[src/rtl/connect4_pkg.sv]
// Shared definitions for the 4x4 Connect4 datapath: board geometry, detector
// verdict encoding, move-engine FSM states and the cell-index helper.
package connect4_pkg;

    localparam int ROWS  = 4;
    localparam int COLS  = 4;
    localparam int CELLS = ROWS * COLS;

    typedef enum logic [1:0] {
        STILL_PLAYING = 2'b00,
        P1_WINS       = 2'b01,
        P2_WINS       = 2'b10,
        TIE           = 2'b11
    } status_e;

    typedef enum logic [2:0] {
        IDLE,
        FALL,
        PLACE,
        SETTLE,
        OVER
    } state_e;

    // row*4 + col; row 0 is the bottom row
    function automatic logic [3:0] idx(input logic [1:0] row, input logic [1:0] col);
        return {row, col};
    endfunction

endpackage

[src/rtl/edge_detect.sv]
// Registered rising-edge pulse generator for a synchronous button level.
module edge_detect (
    input  logic clk,
    input  logic rst_n,
    input  logic din,
    output logic rise
);

    logic din_d, din_q;

    assign din_d = din;

    always_ff @(posedge clk or negedge rst_n) begin
        if (!rst_n) din_q <= 1'b0;
        else        din_q <= din_d;
    end

    assign rise = din & ~din_q;

endmodule

[src/rtl/drop_controller.sv]
// Connect4 move engine: accepts a column drop, animates the falling token,
// commits it to the board and hands over the turn based on the detector verdict.
module drop_controller
    import connect4_pkg::*;
#(
    parameter int FALL_TICKS    = 1,
    parameter int SETTLE_CYCLES = 2
) (
    input  logic             clk,
    input  logic             reset,
    input  logic             drop,
    input  logic [1:0]       col_sel,
    input  logic [1:0]       game_status,
    output logic [CELLS-1:0] game_board,
    output logic [CELLS-1:0] player_cells,
    output logic             current_player,
    output logic [CELLS-1:0] falling_cell,
    output logic             busy,
    output logic             move_err
);

    localparam int MAXC = (FALL_TICKS > SETTLE_CYCLES) ? FALL_TICKS : SETTLE_CYCLES;
    localparam int CW   = $clog2(MAXC + 1);

    state_e           state_d, state_q;
    logic [1:0]       col_d, col_q;
    logic [1:0]       row_d, row_q;
    logic [CW-1:0]    cnt_d, cnt_q;
    logic [CELLS-1:0] board_d, board_q;
    logic [CELLS-1:0] cells_d, cells_q;
    logic             player_d, player_q;
    logic             err_d, err_q;
    logic             rise;
    logic [3:0]       cur_idx, below_idx;

    edge_detect u_drop_edge (
        .clk   (clk),
        .rst_n (reset),
        .din   (drop),
        .rise  (rise)
    );

    assign cur_idx   = idx(row_q, col_q);
    // wraps when row_q == 0, but that case is short-circuited below
    assign below_idx = idx(row_q - 2'd1, col_q);

    always_comb begin
        state_d  = state_q;
        col_d    = col_q;
        row_d    = row_q;
        cnt_d    = cnt_q;
        board_d  = board_q;
        cells_d  = cells_q;
        player_d = player_q;
        err_d    = 1'b0;
        case (state_q)
            IDLE: begin
                if (rise) begin
                    if (board_q[idx(2'd3, col_sel)]) begin
                        err_d = 1'b1;
                    end else begin
                        col_d   = col_sel;
                        row_d   = 2'd3;
                        cnt_d   = '0;
                        state_d = FALL;
                    end
                end
            end
            FALL: begin
                if (cnt_q == CW'(FALL_TICKS - 1)) begin
                    cnt_d = '0;
                    if (row_q == 2'd0 || board_q[below_idx]) state_d = PLACE;
                    else                                     row_d   = row_q - 2'd1;
                end else begin
                    cnt_d = cnt_q + CW'(1);
                end
            end
            PLACE: begin
                board_d[cur_idx] = 1'b1;
                cells_d[cur_idx] = player_q;
                cnt_d            = '0;
                state_d          = SETTLE;
            end
            SETTLE: begin
                // detector output is registered, so sample only after it has seen the commit
                if (cnt_q == CW'(SETTLE_CYCLES - 1)) begin
                    if (game_status == STILL_PLAYING) begin
                        player_d = ~player_q;
                        state_d  = IDLE;
                    end else begin
                        state_d  = OVER;
                    end
                end else begin
                    cnt_d = cnt_q + CW'(1);
                end
            end
            OVER:    state_d = OVER;
            default: state_d = IDLE;
        endcase
    end

    always_ff @(posedge clk or negedge reset) begin
        if (!reset) begin
            state_q  <= IDLE;
            col_q    <= '0;
            row_q    <= '0;
            cnt_q    <= '0;
            board_q  <= '0;
            cells_q  <= '0;
            player_q <= 1'b0;
            err_q    <= 1'b0;
        end else begin
            state_q  <= state_d;
            col_q    <= col_d;
            row_q    <= row_d;
            cnt_q    <= cnt_d;
            board_q  <= board_d;
            cells_q  <= cells_d;
            player_q <= player_d;
            err_q    <= err_d;
        end
    end

    always_comb begin
        falling_cell = '0;
        if (state_q == FALL || state_q == PLACE) falling_cell = CELLS'(1) << cur_idx;
    end

    assign game_board     = board_q;
    assign player_cells   = cells_q;
    assign current_player = player_q;
    assign busy           = (state_q != IDLE);
    assign move_err       = err_q;

endmodule

[config.mk]
export PLATFORM = sky130hd
export DESIGN_NAME = drop_controller
export DESIGN_NICKNAME = d
export VERILOG_FILES = /design/src/rtl/connect4_pkg.sv /design/src/rtl/edge_detect.sv /design/src/rtl/drop_controller.sv
export SDC_FILE = /design/constraint.sdc
export NUM_CORES = 1
export LEC_CHECK = 0
export BUFFER_PORTS_ARGS = -buffer_cell sky130_fd_sc_hd__clkbuf_2
export CAP_MARGIN = 15
export CORE_MARGIN = 5
export CORE_UTILIZATION = 45
export DETAILED_ROUTE_END_ITERATION = 12
export GPL_TIMING_DRIVEN = 0
export PLACE_DENSITY = 0.67
export SLEW_MARGIN = 20
export SYNTH_ARGS = -nofsm -noshare
export SYNTH_HDL_FRONTEND = slang
export SYNTH_SLANG_ARGS = --single-unit
[constraint.sdc]
create_clock -name clk -period 2.3 [get_ports clk]
set_input_delay 0.115 -clock clk [delete_from_list [all_inputs] [get_ports clk]]
set_output_delay 0.115 -clock clk [all_outputs]
set_load 0.05 [all_outputs]
==> out/results.txt <==
vias in the first global route: 1682
CP endpoint: state_q[0]
critical path arrival: 2.27 ns
sequential share of the synthesized area: 50.0%
post-synthesis cell count: 197
Synth Area in XOR/XNOR: 0.795%
CTS Buffer Depth: 2
dominant synthesized flop cell: dfrtp_1
top cell type's share of synthesized area: 50.0%
root buf cell: clkbuf_8
total grt overflow: 0
final worst-path cycle share: 89.2%
drt first pass iters: 4
worst vdd ir: 365 uV
worst clock skew: 0.00974 ns
Worst setup EP type: register
worst r2r src: row_q[0]
syn avg cell area: 11.2 sq um
Post-synth EDFFs: 0
CP Class: register to register
Multi-input gate area: 1040 sq um
status: finished clean
Fill cells: 427
Bufs and invs on worst path: 1
top cells by area, synth: dfrtp_1 50%, mux2_2 9.2%, nand2b_1 5.4%, mux2i_1 5.0%, ha_1 4.0%
worst-case reg-to-reg path depth: 6
Area Overhead vs Synth: 21.6%
Max stage delay cell, worst path: dfrtp_1
initial antenna violation count: 0
Post-Synth Simple-Gate Area: 21.7%
die height: 80.0 microns
Critical Path RT: 2.52 ns
die area: 6400 sq um
total number of vias: 1646
Placed Cells: 321
H-tree Lvls: 2
diode count: 0
CTS tree: yes
count leader, synth: dfrtp_1
syn_nets: 211
final hold violation count: 0
routability congestion estimate: 0.803
clk sinks: 44
RSZ-0062 raised after global routing: no
TNS Setup: 0 ns
gr usage total: 16.0%
PnR Total Power: 1.34 mW
final hold slack: 0.0835 ns
Initial Util: 46.6%
Crit Reg-Reg Endpoint: state_q[0]
die width: 80.0 microns
CP Launch Point: row_q[0]
WL/cell: 14.2 microns
fraction of registers with async set/reset: 100%
# IOs: 58
fmax: 487 MHz
drt drc: 0
# rows: 25
largest area contributor in the netlist: dfrtp_1
Crit path largest cell delay: 0.50 ns
Routed WL: 4710 microns
Final ANT Viol Nets: 0
Via density: 4.97
first-pass GRT wire length: 7910 microns
adder-cell share of the synthesized area: 3.98%
dpl hpwl: 3510 microns
final setup vio count: 0
later-pin clock latency in the skew report: 0.30 ns
core area: 4720 sq um
NumNets Final: 277
initial DRC count: 72
Synth Area in Compound Gates: 2.73%
Layout Utilization: 56.7%
maximum number of pins on one net before global-route repair: 45
flop-to-flop setup slack: 0.25 ns
cells along the critical path: inv_1 > ha_1 > nor4_1 > a22oi_2 > nor3b_1 > a21oi_1
CTS Buf Count: 5
fraction of layout cells with a size suffix above 1: 36.0%
Crit Path Max Fanout: 8
WP depth: 6
startpoint types: register
most frequent cells after synthesis: 44 x dfrtp_1, 21 x nor2_1, 19 x nand2_1, 19 x nand2b_1, 18 x mux2_2
Max-slew headroom: 61.5%
Reg clk slew, reported paths: 0.09 ns
register area: 1100 sq um
power per cell area: 500 nW/um^2
Static Leak: 1.40 nW
Seq cells post-synth: 44
Finished Layout Cells: 331
Hold Path Class: input port to register
max-cap violations: 0
Top Family by Delay on Critical Path: simple AND/OR/NAND/NOR gates
mux cell area share after synthesis: 17.9%
Port Buffers: 57
largest family of logic cells by synthesized area: simple AND/OR/NAND/NOR gates
Period minus WS final: 2.05 ns
Slew @ Worst Pin: 0.574 ns
Final Slew Violations: 0
post-synthesis cell area: 2200 sq um
synthesis warning total: 0
Distinct cells, synth: 36
layer usage:
metal  track usage, %  vias up  part of all wire (%)
met3             4.06        8                   4.3
met5                0        -                     0
met4             5.91        0                   1.7
met2             26.7       34                    49
li1                 -      803                     -
met1             20.0      801                    45
placed cells by master (no fill, tap or decap), drive strengths merged:
| master | count |
|---|---|
| nand2 | 20 |
| a31oi | 1 |
| o21ai | 2 |
| clkinv | 1 |
| a21oi | 1 |
| inv | 5 |
| o32a | 1 |
| nor2b | 3 |
| nor4bb | 1 |
| buf | 5 |
| nor4b | 1 |
| xor2 | 1 |
| a22oi | 1 |
| and2 | 4 |
| nor4 | 1 |
| nand2b | 19 |
| nand3 | 11 |
| a31o | 1 |
| nor3b | 2 |
| xnor2 | 1 |
| dlygate4sd3 | 2 |
| clkbuf | 67 |
| or3b | 1 |
| ha | 7 |
| a211oi | 1 |
| mux2 | 19 |
| nor2 | 22 |
| mux2i | 11 |
| dfrtp | 44 |
| mux4 | 3 |
| nor3 | 5 |
per-stage QoR:
step	setup slack [ns]	cell area [sq um]
floorplan	0.130	2200
global placement	0.351	2570
detailed placement	0.292	2570
CTS	0.256	2670
global route	0.0972	2680
finish	0.248	2680
power breakdown:
part / internal [mW] / switching (mW)
Clock: 0.217 / 0.266
Combinational: 0.0248 / 0.0490
Sequential: 0.777 / 0.00535
Total: 1.02 / 0.320
cell type report:
type | count | area share, %
flip-flops and latches | 44 | 41.1
clock buffers | 7 | 2.85
clock inverters | 1 | 0.327
inverters | 5 | 0.700
repair buffers | 59 | 11.5
well taps | 67 | 3.13
multi-input cells | 140 | 38.8
plain buffers | 8 | 1.63
cells by family (layout without fill, tap and decap cells):
logic type / Yosys count / in the layout
compound gates: 8 / 8
xor+xnor: 2 / 2
simple gates: 90 / 90
flops: 44 / 44
buf+inv: 13 / 80
mux: 33 / 33
fa+ha+maj: 7 / 7
registers in the layout (all words and copies together), names as in the netlist:
register / count
player_cells: 16
col_q: 2
move_err: 1
game_board: 16
u_drop_edge.din_q: 1
state_q: 3
current_player: 1
row_q: 2
cnt_q: 2
how the worst min path moves through the flow:
stage	start	to	slack, ns	cells past startpoint
floorplan	reset	cnt_q[0]	-0.18	0
global placement	drop	u_drop_edge.din_q	0.25	1
detailed placement	drop	u_drop_edge.din_q	0.25	1
CTS	reset	player_cells[12]	0.04	1
global route	col_sel[1]	col_q[1]	0.09	2
finish	col_sel[0]	col_q[0]	0.08	2
timing repair:
action / CTS / global route
hold endpoints to repair: 1 / 44
hold buffers: 1 / 1
buffers inserted: 0 / 0
setup endpoints to repair: 0 / 0
gates resized for setup: 0 / 0
Note: power is estimated with default switching activity, not from simulation.
